<file path="src/rtl/alu_pkg.sv">
// alu_pkg: opcode encodings and status flag bit indices shared by the ALU
// and alu_sched.
package alu_pkg;

    localparam logic [2:0] OP_ADD = 3'd0;
    localparam logic [2:0] OP_SUB = 3'd1;
    localparam logic [2:0] OP_MUL = 3'd2;
    localparam logic [2:0] OP_DIV = 3'd3;
    localparam logic [2:0] OP_AND = 3'd4;
    localparam logic [2:0] OP_OR  = 3'd5;
    localparam logic [2:0] OP_XOR = 3'd6;
    localparam logic [2:0] OP_CMP = 3'd7;

    // Bit positions inside the 4-bit {E,C,N,Z} flag vector.
    localparam int unsigned FLAG_Z = 0;
    localparam int unsigned FLAG_N = 1;
    localparam int unsigned FLAG_C = 2;
    localparam int unsigned FLAG_E = 3;

endpackage

</file>
<file path="src/rtl/alu_sched_rr_arbiter.sv">
// rr_arbiter: round-robin arbiter with a registered "last granted" pointer.
//   clk, rst_n : clock, asynchronous active-low reset (pointer -> NREQ-1)
//   req        : per-requester request
//   advance    : move the pointer to the current grant (if any)
//   grant      : one-hot grant, searching upward from last+1
module rr_arbiter #(
    parameter int unsigned NREQ = 2
) (
    input  logic            clk,
    input  logic            rst_n,
    input  logic [NREQ-1:0] req,
    input  logic            advance,
    output logic [NREQ-1:0] grant
);
    localparam int unsigned IW = (NREQ > 1) ? $clog2(NREQ) : 1;

    logic [IW-1:0] last_q, last_d;
    logic [IW-1:0] gidx;
    logic [IW-1:0] sel;
    logic          found;

    always_comb begin
        grant = '0;
        gidx  = '0;
        sel   = '0;
        found = 1'b0;
        for (int unsigned i = 0; i < NREQ; i++) begin
            sel = IW'((32'(last_q) + 32'd1 + i) % NREQ);
            if (!found && req[sel]) begin
                found      = 1'b1;
                grant[sel] = 1'b1;
                gidx       = sel;
            end
        end
        last_d = (advance && found) ? gidx : last_q;
    end

    always_ff @(posedge clk or negedge rst_n) begin
        if (!rst_n) last_q <= IW'(NREQ - 1);
        else        last_q <= last_d;
    end

endmodule

</file>
<file path="src/rtl/alu_sched.sv">
// alu_sched: shares one combinational ALU between NREQ requesters.
//   req_*      : request channel per requester (valid/ready, opcode, operands)
//   rsp_*      : held response (one-hot valid, data, {E,C,N,Z} flags, wb)
//   alu_*      : drive/return buses of the external ALU, active only in EXEC
// CMP is issued as SUB with writeback suppressed; DIV by zero is trapped here
// without enabling the ALU.
module alu_sched
    import alu_pkg::*;
#(
    parameter int unsigned NREQ = 2,
    parameter int unsigned W    = 8
) (
    input  logic              clk,
    input  logic              rst_n,
    input  logic [NREQ-1:0]   req_valid,
    output logic [NREQ-1:0]   req_ready,
    input  logic [3*NREQ-1:0] req_opr,
    input  logic [W*NREQ-1:0] req_a,
    input  logic [W*NREQ-1:0] req_b,
    input  logic [NREQ-1:0]   req_imm,
    output logic [NREQ-1:0]   rsp_valid,
    input  logic [NREQ-1:0]   rsp_ready,
    output logic [W-1:0]      rsp_data,
    output logic [3:0]        rsp_flags,
    output logic              rsp_wb,
    output logic [W-1:0]      alu_a,
    output logic [W-1:0]      alu_b,
    output logic [W-1:0]      alu_direct,
    output logic              alu_direct_en,
    output logic [2:0]        alu_opr,
    output logic              alu_en,
    input  logic [W-1:0]      alu_result
);
    localparam int unsigned IW = (NREQ > 1) ? $clog2(NREQ) : 1;

    typedef enum logic [1:0] {IDLE, EXEC, RESP} state_t;

    state_t        state_q, state_d;
    logic [2:0]    opr_q, opr_d;
    logic [W-1:0]  a_q, a_d, b_q, b_d;
    logic          imm_q, imm_d;
    logic [IW-1:0] idx_q, idx_d;
    logic [W-1:0]  data_q, data_d;
    logic [3:0]    flags_q, flags_d;
    logic          wb_q, wb_d;

    logic [NREQ-1:0] grant;
    logic            in_idle;
    logic            div_err;
    logic [W:0]      sum;
    logic [2*W-1:0]  prod;

    assign in_idle = (state_q == IDLE);

    rr_arbiter #(.NREQ(NREQ)) u_arb (
        .clk     (clk),
        .rst_n   (rst_n),
        .req     (req_valid),
        .advance (in_idle),
        .grant   (grant)
    );

    assign req_ready = (in_idle && rst_n) ? grant : '0;

    assign div_err = (opr_q == OP_DIV) && (b_q == '0);
    assign sum     = {1'b0, a_q} + {1'b0, b_q};
    assign prod    = {{W{1'b0}}, a_q} * {{W{1'b0}}, b_q};

    always_comb begin
        state_d = state_q;
        opr_d   = opr_q;
        a_d     = a_q;
        b_d     = b_q;
        imm_d   = imm_q;
        idx_d   = idx_q;
        data_d  = data_q;
        flags_d = flags_q;
        wb_d    = wb_q;
        case (state_q)
            IDLE: begin
                for (int unsigned i = 0; i < NREQ; i++) begin
                    if (grant[i]) begin
                        opr_d   = req_opr[i*3 +: 3];
                        a_d     = req_a[i*W +: W];
                        b_d     = req_b[i*W +: W];
                        imm_d   = req_imm[i];
                        idx_d   = IW'(i);
                        state_d = EXEC;
                    end
                end
            end
            EXEC: begin
                flags_d = '0;
                if (div_err) begin
                    data_d          = '1;
                    flags_d[FLAG_E] = 1'b1;
                    flags_d[FLAG_N] = 1'b1;
                    wb_d            = 1'b0;
                end else begin
                    data_d          = alu_result;
                    flags_d[FLAG_Z] = (alu_result == '0);
                    flags_d[FLAG_N] = alu_result[W-1];
                    case (opr_q)
                        OP_ADD:         flags_d[FLAG_C] = sum[W];
                        OP_SUB, OP_CMP: flags_d[FLAG_C] = (a_q < b_q);
                        OP_MUL:         flags_d[FLAG_C] = (prod[2*W-1:W] != '0);
                        default:        flags_d[FLAG_C] = 1'b0;
                    endcase
                    wb_d = (opr_q != OP_CMP);
                end
                state_d = RESP;
            end
            RESP: begin
                if (rsp_ready[idx_q]) state_d = IDLE;
            end
            default: state_d = IDLE;
        endcase
    end

    always_ff @(posedge clk or negedge rst_n) begin
        if (!rst_n) begin
            state_q <= IDLE;
            opr_q   <= '0;
            a_q     <= '0;
            b_q     <= '0;
            imm_q   <= 1'b0;
            idx_q   <= '0;
            data_q  <= '0;
            flags_q <= '0;
            wb_q    <= 1'b0;
        end else begin
            state_q <= state_d;
            opr_q   <= opr_d;
            a_q     <= a_d;
            b_q     <= b_d;
            imm_q   <= imm_d;
            idx_q   <= idx_d;
            data_q  <= data_d;
            flags_q <= flags_d;
            wb_q    <= wb_d;
        end
    end

    // ALU buses are decoded from the EXEC state and the latched request only,
    // so they fall to zero asynchronously together with the state on reset.
    always_comb begin
        alu_a         = '0;
        alu_b         = '0;
        alu_direct    = '0;
        alu_direct_en = 1'b0;
        alu_opr       = '0;
        alu_en        = 1'b0;
        if (state_q == EXEC) begin
            alu_a         = a_q;
            alu_opr       = (opr_q == OP_CMP) ? OP_SUB : opr_q;
            alu_direct_en = imm_q;
            if (imm_q) alu_direct = b_q;
            else       alu_b      = b_q;
            alu_en        = !div_err;
        end
    end

    always_comb begin
        rsp_valid = '0;
        if (state_q == RESP) rsp_valid[idx_q] = 1'b1;
    end

    assign rsp_data  = data_q;
    assign rsp_flags = flags_q;
    assign rsp_wb    = wb_q;

endmodule
</file>
<file path="config.mk">
export PLATFORM = sky130hd
export DESIGN_NAME = alu_sched
export DESIGN_NICKNAME = d
export VERILOG_FILES = /design/src/rtl/alu_pkg.sv /design/src/rtl/alu_sched_rr_arbiter.sv /design/src/rtl/alu_sched.sv
export SDC_FILE = /design/constraint.sdc
export NUM_CORES = 1
export LEC_CHECK = 0
export BUFFER_PORTS_ARGS = -buffer_cell sky130_fd_sc_hd__buf_2
export CAP_MARGIN = 5
export CORE_MARGIN = 5
export CORE_UTILIZATION = 52
export DETAILED_ROUTE_END_ITERATION = 10
export MAX_ROUTING_LAYER = met4
export PLACE_DENSITY_LB_ADDON = 0.1
export SKIP_LAST_GASP = 1
export SYNTH_ARGS = -nofsm -noshare
export SYNTH_HDL_FRONTEND = slang
export SYNTH_SLANG_ARGS = --single-unit
</file>
<file path="constraint.sdc">
create_clock -name clk -period 13.08 [get_ports clk]
set_input_delay 0.654 -clock clk [delete_from_list [all_inputs] [get_ports clk]]
set_output_delay 0.654 -clock clk [all_outputs]
set_load 0.05 [all_outputs]
</file>
## Word-level counts from Yosys, hierarchy flattened

Cells that the tools add are included.

- Flip-flop bits (word level): 37
- Word-level logic and storage cells: 99

- $add $sub $neg: 3
- Multipliers: 1
- Order comparisons: 7
- Equality and inequality tests: 9
- Muxes and demuxes: 50
- Bitwise logic cells: 1
- Reduce and logical (&&, ||, !) cells: 18

Operators by type and width:

| operator | count |
|---|---|
| $mux W8 | 10 |
| $mux W1 | 24 |
| $logic_not A8 Y1 | 2 |
| $mul A8 B8 Y16 | 1 |
| $mux W2 | 7 |
| $mux W3 | 4 |
| $add A8 B8 Y9 | 1 |
| $lt A8 B8 Y1 | 1 |
| $reduce_bool A8 Y1 | 1 |
| $logic_and A1 B1 Y1 | 7 |
| $eq A3 B2 Y1 const B | 2 |
| $lt A1 B2 Y1 const B | 3 |
| $ne A3 B3 Y1 const B | 2 |
| $pmux W2 S3 | 1 |
| $reduce_and A2 Y1 | 2 |
| $demux W1 S1 | 3 |
| $eq A3 B1 Y1 const B | 1 |
| $eq A3 B3 Y1 const B | 1 |
| $ge A1 B1 Y1 const B | 3 |
| $logic_not A3 Y1 | 1 |
| $pmux W1 S3 | 1 |
| $add A1 B1 Y1 const B | 2 |
| $eq A2 B1 Y1 const B | 1 |
| $eq A2 B2 Y1 const B | 1 |
| 6 further kinds | 7 |

## Depth between registers and ports, before layout

Gate-level depths: netlist (run 1).

- Depth after elaboration: 11
- Gate-level depth with buffers: 18
- Depth with buffers taken out: 17

## Modules after synthesis

A second synthesis (run 1) with hierarchy kept.

- Cells, all modules: 473
- Area, all modules: 4,284.1 µm²

Modules (own cells, without submodules):

| module | instances | cells an instance | area each (µm²) |
|---|---|---|---|
| alu_sched | 1 | 467 | 4,227.8 |
| rr_arbiter | 1 | 6 | 56.3 |

## Worst setup path after synthesis (run 1)

Ideal clock, no wire load.

- Path kind: register to register
- From: reg b_q[6]
- To: reg flags_q[2] (netlist: rsp_flags[2])
- Arrival time: 4,294 ps
- Required time: 12,942 ps
- Path slack: 8,649 ps
- Stages on the path, launching flop included: 16
- Path buffers: 1
- Period minus slack after synthesis: 4,431 ps
- Cell sequence: dfrtp_1 > clkbuf_1 > nand2_1 > fa_1 > fa_1 > inv_1 > fa_1 > fa_1 > ha_1 > a21o_1 > a21o_1 > a221oi_2 > o31ai_1 > a21oi_1 > xnor2_1 > a41oi_2

- Cells in the longest elaborated chain, start to end: 4

Ends and longest elaborated chain:

| element | line | RTL |
|---|---|---|
| start, declared | alu_sched.sv:40 | `logic [W-1:0] a_q, a_d, b_q, b_d;` |
| start signal, assigned | alu_sched.sv:125 | `b_q <= '0;` |
| start signal, assigned | alu_sched.sv:135 | `b_q <= b_d;` |
| $mul A8 B8 Y16 | alu_sched.sv:67 | `assign prod = {{W{1'b0}}, a_q} * {{W{1'b0}}, b_q};` |
| $reduce_bool A8 Y1 | alu_sched.sv:106 | `OP_MUL: flags_d[FLAG_C] = (prod[2*W-1:W] != '0);` |
| $pmux W1 S3 | alu_sched.sv:103 | `case (opr_q)` |
| $mux W1 * | alu_sched.sv:94 | `if (div_err) begin` |
| end signal, assigned | alu_sched.sv:139 | `flags_q <= flags_d;` |
| end, declared | alu_sched.sv:44 | `logic [3:0] flags_q, flags_d;` |

Every way passes the cells marked *; elsewhere a longest branch is shown, timed or not.
A chain may end at the register's enable or synchronous reset.

## Worst setup path in the final report (run 1)

- From: reg b_q[7]
- To: reg flags_q[2] (netlist: rsp_flags[2])

Same word-level chain as after synthesis.

==> metrics.txt, run 1 <==
status completed; area delta synth->final 15.09%; antenna violations before repair 0; dpl hpwl 8211 microns; Die Width 99.03 microns; Reg-to-Reg Start b_q[7]; H-tree depth 2; DRT antenna net count 0; Final period util 35.49%; DIE AREA 9806 sq um; yosys warns 0; IO Port Bufs 99; syn avg cell area 9.018 sq um; DR WL/cell ~16 microns; slowest cell on the critical path dfrtp_1; Max-Cap Viols 0; max incr delay on CP 0.59 ns; flop2flop setup slack 8.44 ns; Congestion Overflow GR 0; Clock Latency Late Sink 0.29 ns; Setup Skew 0.009195 ns; Slew Viols, Final 0; Hold Crit Class input port to asynchronous set/reset pin; clock sinks 36; vias per cell 5.417; DRT Wirelength 10420 microns; ANT cells 0; vias 3478; CP dominant cell by count fa_1; setup repair after global routing missed its margin no; critical-path cell list nand2_1, fa_1, fa_1, inv_1, fa_1, fa_1, ha_1, a21o_1, a21o_1, a221oi_2, o31ai_1, a21oi_1, xnor2_1, a41oi_2; CP max FO 12; 1st-iter DRT viols roughly 180; Critical Path End Type register; r2r worst-path depth 14; Seq/Total Area, Yosys 21.89%; Core ar. slightly below 8000 sq um; Slew Limit Headroom 16.81%; Post-synth EDFFs 0; syn_nets 593; vias in the first global route 3752; cts repair resizes 0; Simple-Gate Fraction of Synth Area 19.70%; number of I/O pins 100; pin count of the biggest net entering global routing 39; CTS tree built; site row count 32; Post-synth top flop dfrtp_1; CTS Buffer Depth 2; CP startpoint kind register; Tightest Pin Transition about 1.2 ns; routability cong. 0.9124; Required @ worst endpoint approximately 13 ns; critical path arrival 4.81 ns; DR pass1 iterations 4; Synth Area in Adders 31.27%; root buffer cell clkbuf_8; Initial Utilization a little over half; Final Hold Viols 0; achievable frequency 215.4 MHz; synthesized flop and latch total 36; asr flop ratio synth 100.0%; Synth Area in XOR/XNOR 0.8500%; Num CTS Buffers 5; post-synthesis cell count 457; largest family of logic cells by synthesized area adder cells; die span in y 99.03 microns; Reg clk slew, reported paths 0.08 ns; residual DRC count 0; post-synthesis mux area share approximately 5.6%; Total GRT Usage 22.89%; final setup violation count 0; Worst Setup Path Type register to register; share of cells above drive strength 1 approximately 22%; Setup Fix Bufs, Post-CTS 0; Synth cell types 54; Compound-Gate Fraction of Synth Area 13.02%; hold buffers post-CTS 0; setup TNS 0 ns; Mapped Area 4121 sq um; fin crit period 4.641 ns; first-pass GRT wire length 17760 microns; nets 675; Reg-to-Reg End rsp_flags[2]
## routing by layer
layer	track usage, %	up-vias	part of all wire [%]
li1	-	1690	-
met1	31.13	1662	46
met2	36.31	117	46
met3	3.326	9	6.6
met4	5.252	0	1.3
met5	-	-	0
## area by class of cell
| class | instances | area, sq um |
|---|---|---|
| sequential | 36 | 902.1 |
| multi-input combinational | 340 | 2912 |
| timing repair buffer | 101 | 510.5 |
| fill | 677 | 2984 |
| tap | 102 | 127.6 |
| clock buffer | 7 | 76.32 |
| clock inverter | 1 | 8.758 |
| inverter | 55 | 206.4 |
## cells in the final DEF (no fill, tap or decap), types with 2 or more instances in the layout
cell type	instances
a21o_1	3
a21oi_1	31
a22oi_1	2
a31oi_1	2
and2_1	46
and3_1	11
buf_2	99
buf_4	2
clkbuf_1	2
clkbuf_8	5
dfrtp_1	35
fa_1	35
ha_1	47
inv_1	54
mux2i_1	21
nand2_1	31
nand2b_1	5
nand3_1	4
nand4_1	2
nor2_1	31
nor2b_1	4
nor3_1	15
nor4_1	2
o211ai_1	2
o21ai_0	5
o22a_1	8
o31ai_1	4
xnor2_1	3
## stage by stage
stage / util [%] / hold slack [ns] / worst slack [ns] / instance area (sq um) / cells
3_5_place_dp: 60.28 / 0.4742 / 8.434 / 4658 / 634
4_1_cts: 61.38 / 0.4877 / 8.425 / 4743 / 642
2_1_floorplan: - / 0.3584 / 8.649 / 4121 / 457
5_1_grt: 61.38 / 0.5294 / 8.173 / 4743 / 642
6_report: 61.38 / 0.4714 / 8.439 / 4743 / 642
3_3_place_gp: 60.28 / 0.4564 / 8.584 / 4658 / 634
## worst max-delay path: cells and delay by family (launching register included)
family          cells  cell delay [ns]
compound gates      6             1.15
buf+inv             1             0.06
simple gates        1             0.15
xor+xnor            1             0.15
fa+ha+maj           5             2.42
flops               1             0.59
## cell usage after synthesis (8+ instances only)
library cell	count	area [sq um]
clkbuf_1	17	63.81
and2_1	46	287.8
dfrtp_1	35	875.8
nor2_1	31	116.4
inv_1	54	202.7
o22a_1	8	70.07
nand2_1	31	116.4
nor3_1	15	75.07
ha_1	47	588.1
and3_1	11	68.82
a21oi_1	32	160.2
fa_1	35	700.7
mux2i_1	21	210.2
## cell families (layout without fill, tap and decap cells)
family                   after synthesis  after routing
multiplexers                          23             23
adder cells (fa/ha/maj)               82             82
XOR/XNOR                               4              4
buffers and inverters                 81            164
flip-flops                            36             36
AO/OA/AOI/OAI                         74             74
AND/OR/NAND/NOR                      157            157
## sequential cells by signal, indices dropped and copies added (netlist names)
| register | cells |
|---|---|
| a_q | 8 |
| b_q | 8 |
| rsp_data | 8 |
| opr_q | 3 |
| rsp_flags | 3 |
| state_q | 2 |
| idx_q | 1 |
| imm_q | 1 |
| rsp_wb | 1 |
| u_arb.last_q | 1 |
## worst max path at each step
stage,endpoint,from,slack (ns),cells after the start
after floorplan,rsp_flags[2],b_q[6],8.65,15
after global placement,rsp_flags[2],b_q[3],8.58,15
after detailed placement,rsp_flags[2],b_q[4],8.43,15
after CTS,rsp_flags[2],b_q[4],8.43,15
after global routing,rsp_flags[2],b_q[7],8.17,14
final,rsp_flags[2],b_q[7],8.44,14
Power of run 1 is left out: the tool's default activity adds up to more than one toggle a clock period on the data nets, which glitch-free logic cannot reach.
==> run 2, diff against run 1 <==
--- a/config.mk
+++ b/config.mk
@@ -5,6 +5,7 @@
 export SDC_FILE = /design/constraint.sdc
 export NUM_CORES = 1
 export LEC_CHECK = 0
+export ABC_AREA = 1
 export BUFFER_PORTS_ARGS = -buffer_cell sky130_fd_sc_hd__buf_2
 export CAP_MARGIN = 5
 export CORE_MARGIN = 5
==> constraint.sdc (replaced) <==
create_clock -name clk -period 4.8 [get_ports clk]
set_input_delay 0.24 -clock clk [delete_from_list [all_inputs] [get_ports clk]]
set_output_delay 0.24 -clock clk [all_outputs]
set_load 0.05 [all_outputs]
==> run 2 against run 1 <==
Compared with the run above:
- critical path depth up 6
- hold slack lost 0.44 ns
- clock skew fell by 0.0027 ns
- count of clock-buffer cells in the layout unchanged
- global-route usage increased by 1.1 points
==> metrics.txt, run 2 <==
status completed; leading cell type by number of instances after synthesis nand2_1; DR WL/cell ~14 microns; Synth top cells by count nand2_1, inv_1, nor2_1; CTS tree built; CP max FO 10; critical-path cell list ha_1, fa_1, inv_1, fa_1, fa_1, fa_1, inv_1, ha_1, a21oi_2, o21ai_0, a21oi_1, nand2_1, nand2_1, nand2_1, nor2_1, nand3_1, nand2_1, nand2_1, nand2_1, nand2_1; max incr delay on CP 0.55 ns; post-synthesis cell count 621; slowest cell on the critical path fa_1; DRT Wirelength ~11000 microns; Final period util 93.37%; yosys warns 0; syn_nets 757; Core ar. 8217 sq um; CTS Buffer Depth 2; area share of the largest cell type after synthesis 20.02%; Fillers 789; Critical Path End Type register; CP dominant cell by count nand2_1; DIE AREA roughly 10000 sq um; Worst Setup Path Type register to register; Synth area leaders dfrtp_1, fa_1, ha_1, nand2_1, inv_1; largest area contributor in the netlist dfrtp_1; Seq/Total Area, Yosys 20.62%; 1st-iter DRT viols roughly 170; Mapped Area 4374 sq um; hold buffers post-CTS 0; largest family of logic cells by synthesized area adder cells; routability cong. between 0.9 and 1; Worst Setup SP b_q[4]; CP startpoint kind register; IO Port Bufs 99; Reg-to-Reg End rsp_flags[2]; share of cells above drive strength 1 19.27%; Final Hold Viols 0; Slew Limit Headroom 46.87%; commonest cells after routing, fill and taps aside nand2_1, inv_1, buf_2; clock sinks 36; Synth Area in Adders 29.46%; area delta synth->final 14.82%; Synth cell types 37; syn avg cell area 7.044 sq um; Setup Skew between 0.006 and 0.007 ns; Compound-Gate Fraction of Synth Area about 8.4%; Total GRT Usage 23.96%; final setup violation count 0; vias per cell 5.013; flop2flop setup slack 0.32 ns; Initial Utilization a little over half; Clock Latency Late Sink 0.28 ns; number of I/O pins 100; Synth Area in XOR/XNOR 0.2002%; vias around 4.1k; Congestion Overflow GR 0; setup repair after global routing missed its margin no; Reg-to-Reg Start b_q[4]; DR pass1 iterations 5; commonest non-fill, non-tap cell in the layout nand2_1; nets 846; Required @ worst endpoint ~5.0 ns; DRT antenna net count 0; root buffer cell clkbuf_8; fin crit period 4.482 ns; first-pass GRT wire length 19330 microns; post-synthesis mux area share 0%; achievable frequency approximately 220 MHz; r2r worst-path depth 20; die span in y 101.7 microns; dpl hpwl a little over 9000 microns; ANT cells 0; pin count of the biggest net entering global routing 43; Num CTS Buffers 5; Post-synth EDFFs 0; synthesized flop and latch total 36; site row count 33; asr flop ratio synth 100.0%; Slew Viols, Final 0; critical path arrival ~4.7 ns; Tightest Pin Transition 0.7969 ns; Max-Cap Viols 0; Hold Crit Class input port to asynchronous set/reset pin; Simple-Gate Fraction of Synth Area 26.72%; residual DRC count 0; setup TNS 0 ns; worst hold slack 0.03516 ns; H-tree depth 2; Setup Fix Bufs, Post-CTS 0; Post-synth top flop dfrtp_1; antenna violations before repair 0; Reg clk slew, reported paths 0.07 ns; Die Width 101.7 microns; vias in the first global route 4229
==> run 2: how the worst max path moves through the flow <==
stage / end / slack, ns / depth (start not counted)
global route: rsp_flags[2] / 0.05 / 20
CTS: rsp_flags[2] / 0.22 / 20
finish: rsp_flags[2] / 0.32 / 20
detailed placement: rsp_flags[2] / 0.22 / 20
global placement: rsp_flags[2] / 0.37 / 20
floorplan: rsp_flags[2] / 0.59 / 20
==> run 2: kinds of logic (layout without fill, tap and decap cells) <==
logic type                 after synthesis  in the layout
AOI/OAI and AO/OA                       62             62
xor gates and xnor gates                 1              1
adders and majority gates               82             82
buffers and inverters                  159            249
DFF                                     36             36
and+or+nand+nor                        281            281
==> run 2: cell type report <==
cell class	count	area [sq um]	area share (%)
Sequential cell	36	903.4	17.99
Clock buffer	7	76.32	1.520
Inverter	132	495.5	9.865
Multi-Input combinational cell	426	2836	56.48
Clock inverter	1	8.758	0.1744
Tap cell	105	131.4	2.616
Timing Repair Buffer	109	570.5	11.36
==> run 2: critical path: cells and delay by family, from the launching register on <==
family,cells,cell delay [ns]
compound gates,3,0.53
fa+ha+maj,6,2.69
buf+inv,2,0.09
flops,1,0.48
simple gates,9,0.58
==> run 2: stage by stage <==
step                instances  util [%]  cell area [sq um]  setup WS, ns
finish                    816     61.12               5022        0.3183
global route              816     61.12               5022       0.04592
CTS                       816     61.06               5017        0.2189
detailed placement        808     60.03               4932        0.2190
global placement          808     60.03               4932        0.3659
floorplan                 621         -               4374        0.5917
==> run 2: timing repair <==
action,4_1_cts,5_1_grt
endpoints found under the hold margin,0,0
setup endpoints to repair,0,1
gates resized for setup,0,2
==> run 2: layer usage <==
| metal | GRT usage [%] | wire (microns) | up-vias |
|---|---|---|---|
| met3 | 1.722 | 471 | 15 |
| li1 | - | - | 2071 |
| met5 | - | 0 | - |
| met2 | 41.20 | 5433 | 105 |
| met1 | 30.99 | 4928 | 1900 |
| met4 | 5.419 | 191 | 0 |
Power of run 2 is left out for the same reason.
==> run 3, diff against run 2 <==
--- a/config.mk
+++ b/config.mk
@@ -5,7 +5,6 @@
 export SDC_FILE = /design/constraint.sdc
 export NUM_CORES = 1
 export LEC_CHECK = 0
-export ABC_AREA = 1
 export BUFFER_PORTS_ARGS = -buffer_cell sky130_fd_sc_hd__buf_2
 export CAP_MARGIN = 5
 export CORE_MARGIN = 5
==> run 3 against run 2 <==
Compared with the run above:
- global-route usage fell by 0.51 points
- register-to-register slack got worse by 0.099 ns
- final cell count fell by 20%
- design area fell by 3.6%
- routed wire length fell by 0.19%
- count of clock-buffer cells in the layout fell by 2
- critical path depth fell by 4
- non-clock buffer count rose by 4
- first-iteration DRC count fell by 0.57%
- critical path type unchanged
- critical endpoint unchanged
==> metrics.txt, run 3 (same netlist as run 1, synthesis figures left out) <==
Clock Latency Late Sink roughly 0.3 ns; 1st-iter DRT viols 173; ANT cells 0; Reg-to-Reg End rsp_flags[2]; setup repair after global routing missed its margin no; Critical Path End Type register; flop2flop setup slack between 0.2 and 0.25 ns; commonest cells after routing, fill and taps aside buf_2, inv_1, ha_1; fin crit period 4.580 ns; CP dominant cell by count fa_1; Core ar. 7727 sq um; Hold Crit Class input port to asynchronous set/reset pin; Tightest Pin Transition between 1 and 1.5 ns; critical path arrival 4.75 ns; Worst Setup Path Type register to register; die span in y 99.03 microns; DRT Wirelength 11000 microns; Final Hold Viols 0; number of I/O pins 100; worst setup path endpoint rsp_flags[2]; dpl hpwl ~8800 microns; slowest cell on the critical path fa_1; Worst Setup SP b_q[4]; vias per cell 5.436; routability cong. 0.8653; antenna violations before repair 0; DIE AREA 9806 sq um; DR WL/cell 16.83 microns; DRT antenna net count 0; H-tree depth 2; final setup violation count 0; Stages on worst setup path 16; Reg clk slew, reported paths 0.09 ns; Max-Cap Viols 0; Required @ worst endpoint 4.97 ns; pin count of the biggest net entering global routing 39; CTS Buffer Depth 2; r2r worst-path depth 16; DR pass1 iterations 4; site row count 32; clock sinks 36; CP startpoint kind register; commonest non-fill, non-tap cell in the layout buf_2; Setup Fix Bufs, Post-CTS 0; setup TNS 0 ns; status completed; Slew Viols, Final 0; Initial Utilization 53.34%; Slew Limit Headroom 19.73%; first-pass GRT wire length 17850 microns; Final period util 95.43%; Total GRT Usage 23.45%; nets around 690; root buffer cell clkbuf_8; share of cells above drive strength 1 around 24%; vias in the first global route about 3.6k; Setup Skew a little over 0.009 ns; crit-path leading delay family adder cells; Die Width 99.03 microns; residual DRC count 0; achievable frequency 218.3 MHz; Bufs and invs on worst path 3; IO Port Bufs 99; Reg-to-Reg Start b_q[4]; Num CTS Buffers 5; max incr delay on CP 0.55 ns; CTS tree built; CP max FO 8; critical-path cell list buf_4, and2_1, fa_1, fa_1, inv_1, fa_1, inv_1, fa_1, ha_1, a21o_1, a21o_1, a221oi_2, o31ai_1, a21oi_1, xnor2_1, a41oi_2; Congestion Overflow GR 0; vias 3555; area delta synth->final 17.43%
==> run 3: changes by cell type in the layout (fill, tap and decap cells not counted), moves of 19 or more <==
| cell | previous run | this run |
|---|---|---|
| nor2_1 | 82 | 31 |
| and2_1 | 1 | 46 |
| nand2_1 | 154 | 31 |
| mux2i_1 | 0 | 21 |
| a31oi_1 | 21 | 2 |
| inv_1 | 128 | 54 |
==> run 3: area by class of cell <==
cell class	count	area, sq um
clock buffers	5	68.82
clock inverters	3	21.27
fillers	680	2888
inverters	55	206.4
multi-input cells	340	2912
flip-flops and latches	36	903.4
well taps	102	127.6
repair buffers	113	600.6
==> run 3: what timing repair did <==
| item | in CTS | in global routing |
|---|---|---|
| setup endpoints to repair | 0 | 1 |
| hold buffers | 0 | 0 |
| gates resized for setup | 0 | 1 |
==> run 3: layer usage <==
| metal | up-vias | part of all wire [%] | track usage [%] | routed length (microns) |
|---|---|---|---|---|
| met5 | - | 0 | - | 0 |
| met4 | 0 | 1.5 | 4.937 | 170 |
| met3 | 18 | 5.2 | 2.972 | 570 |
| met2 | 124 | 48 | 37.96 | 5311 |
| met1 | 1700 | 45 | 31.70 | 4951 |
| li1 | 1713 | - | - | - |
==> run 3: how the worst min path moves through the flow <==
| stage | startpoint | to | slack [ns] | cells after the start |
|---|---|---|---|---|
| floorplan | rst_n | a_q[0] | -0.06 | 0 |
| global placement | rst_n | rsp_data[2] | 0.40 | 1 |
| detailed placement | rst_n | rsp_data[2] | 0.40 | 1 |
| CTS | rst_n | rsp_data[2] | 0.07 | 1 |
| global route | rst_n | rsp_data[2] | 0.13 | 1 |
| finish | rst_n | rsp_data[2] | 0.05 | 1 |
==> run 3: per-stage QoR <==
| stage | std cells | util (%) | setup slack, ns | instance area [sq um] | hold WS, ns |
|---|---|---|---|---|---|
| 4_1_cts | 654 | 62.61 | 0.1738 | 4838 | 0.07282 |
| 2_1_floorplan | 457 | - | 0.3687 | 4121 | -0.05559 |
| 3_5_place_dp | 646 | 61.45 | 0.1988 | 4748 | 0.3964 |
| 6_report | 654 | 62.63 | 0.2195 | 4840 | 0.05198 |
| 3_3_place_gp | 646 | 61.45 | 0.3327 | 4748 | 0.4022 |
| 5_1_grt | 654 | 62.63 | 0.002169 | 4840 | 0.1281 |
Power of run 3 is left out for the same reason.
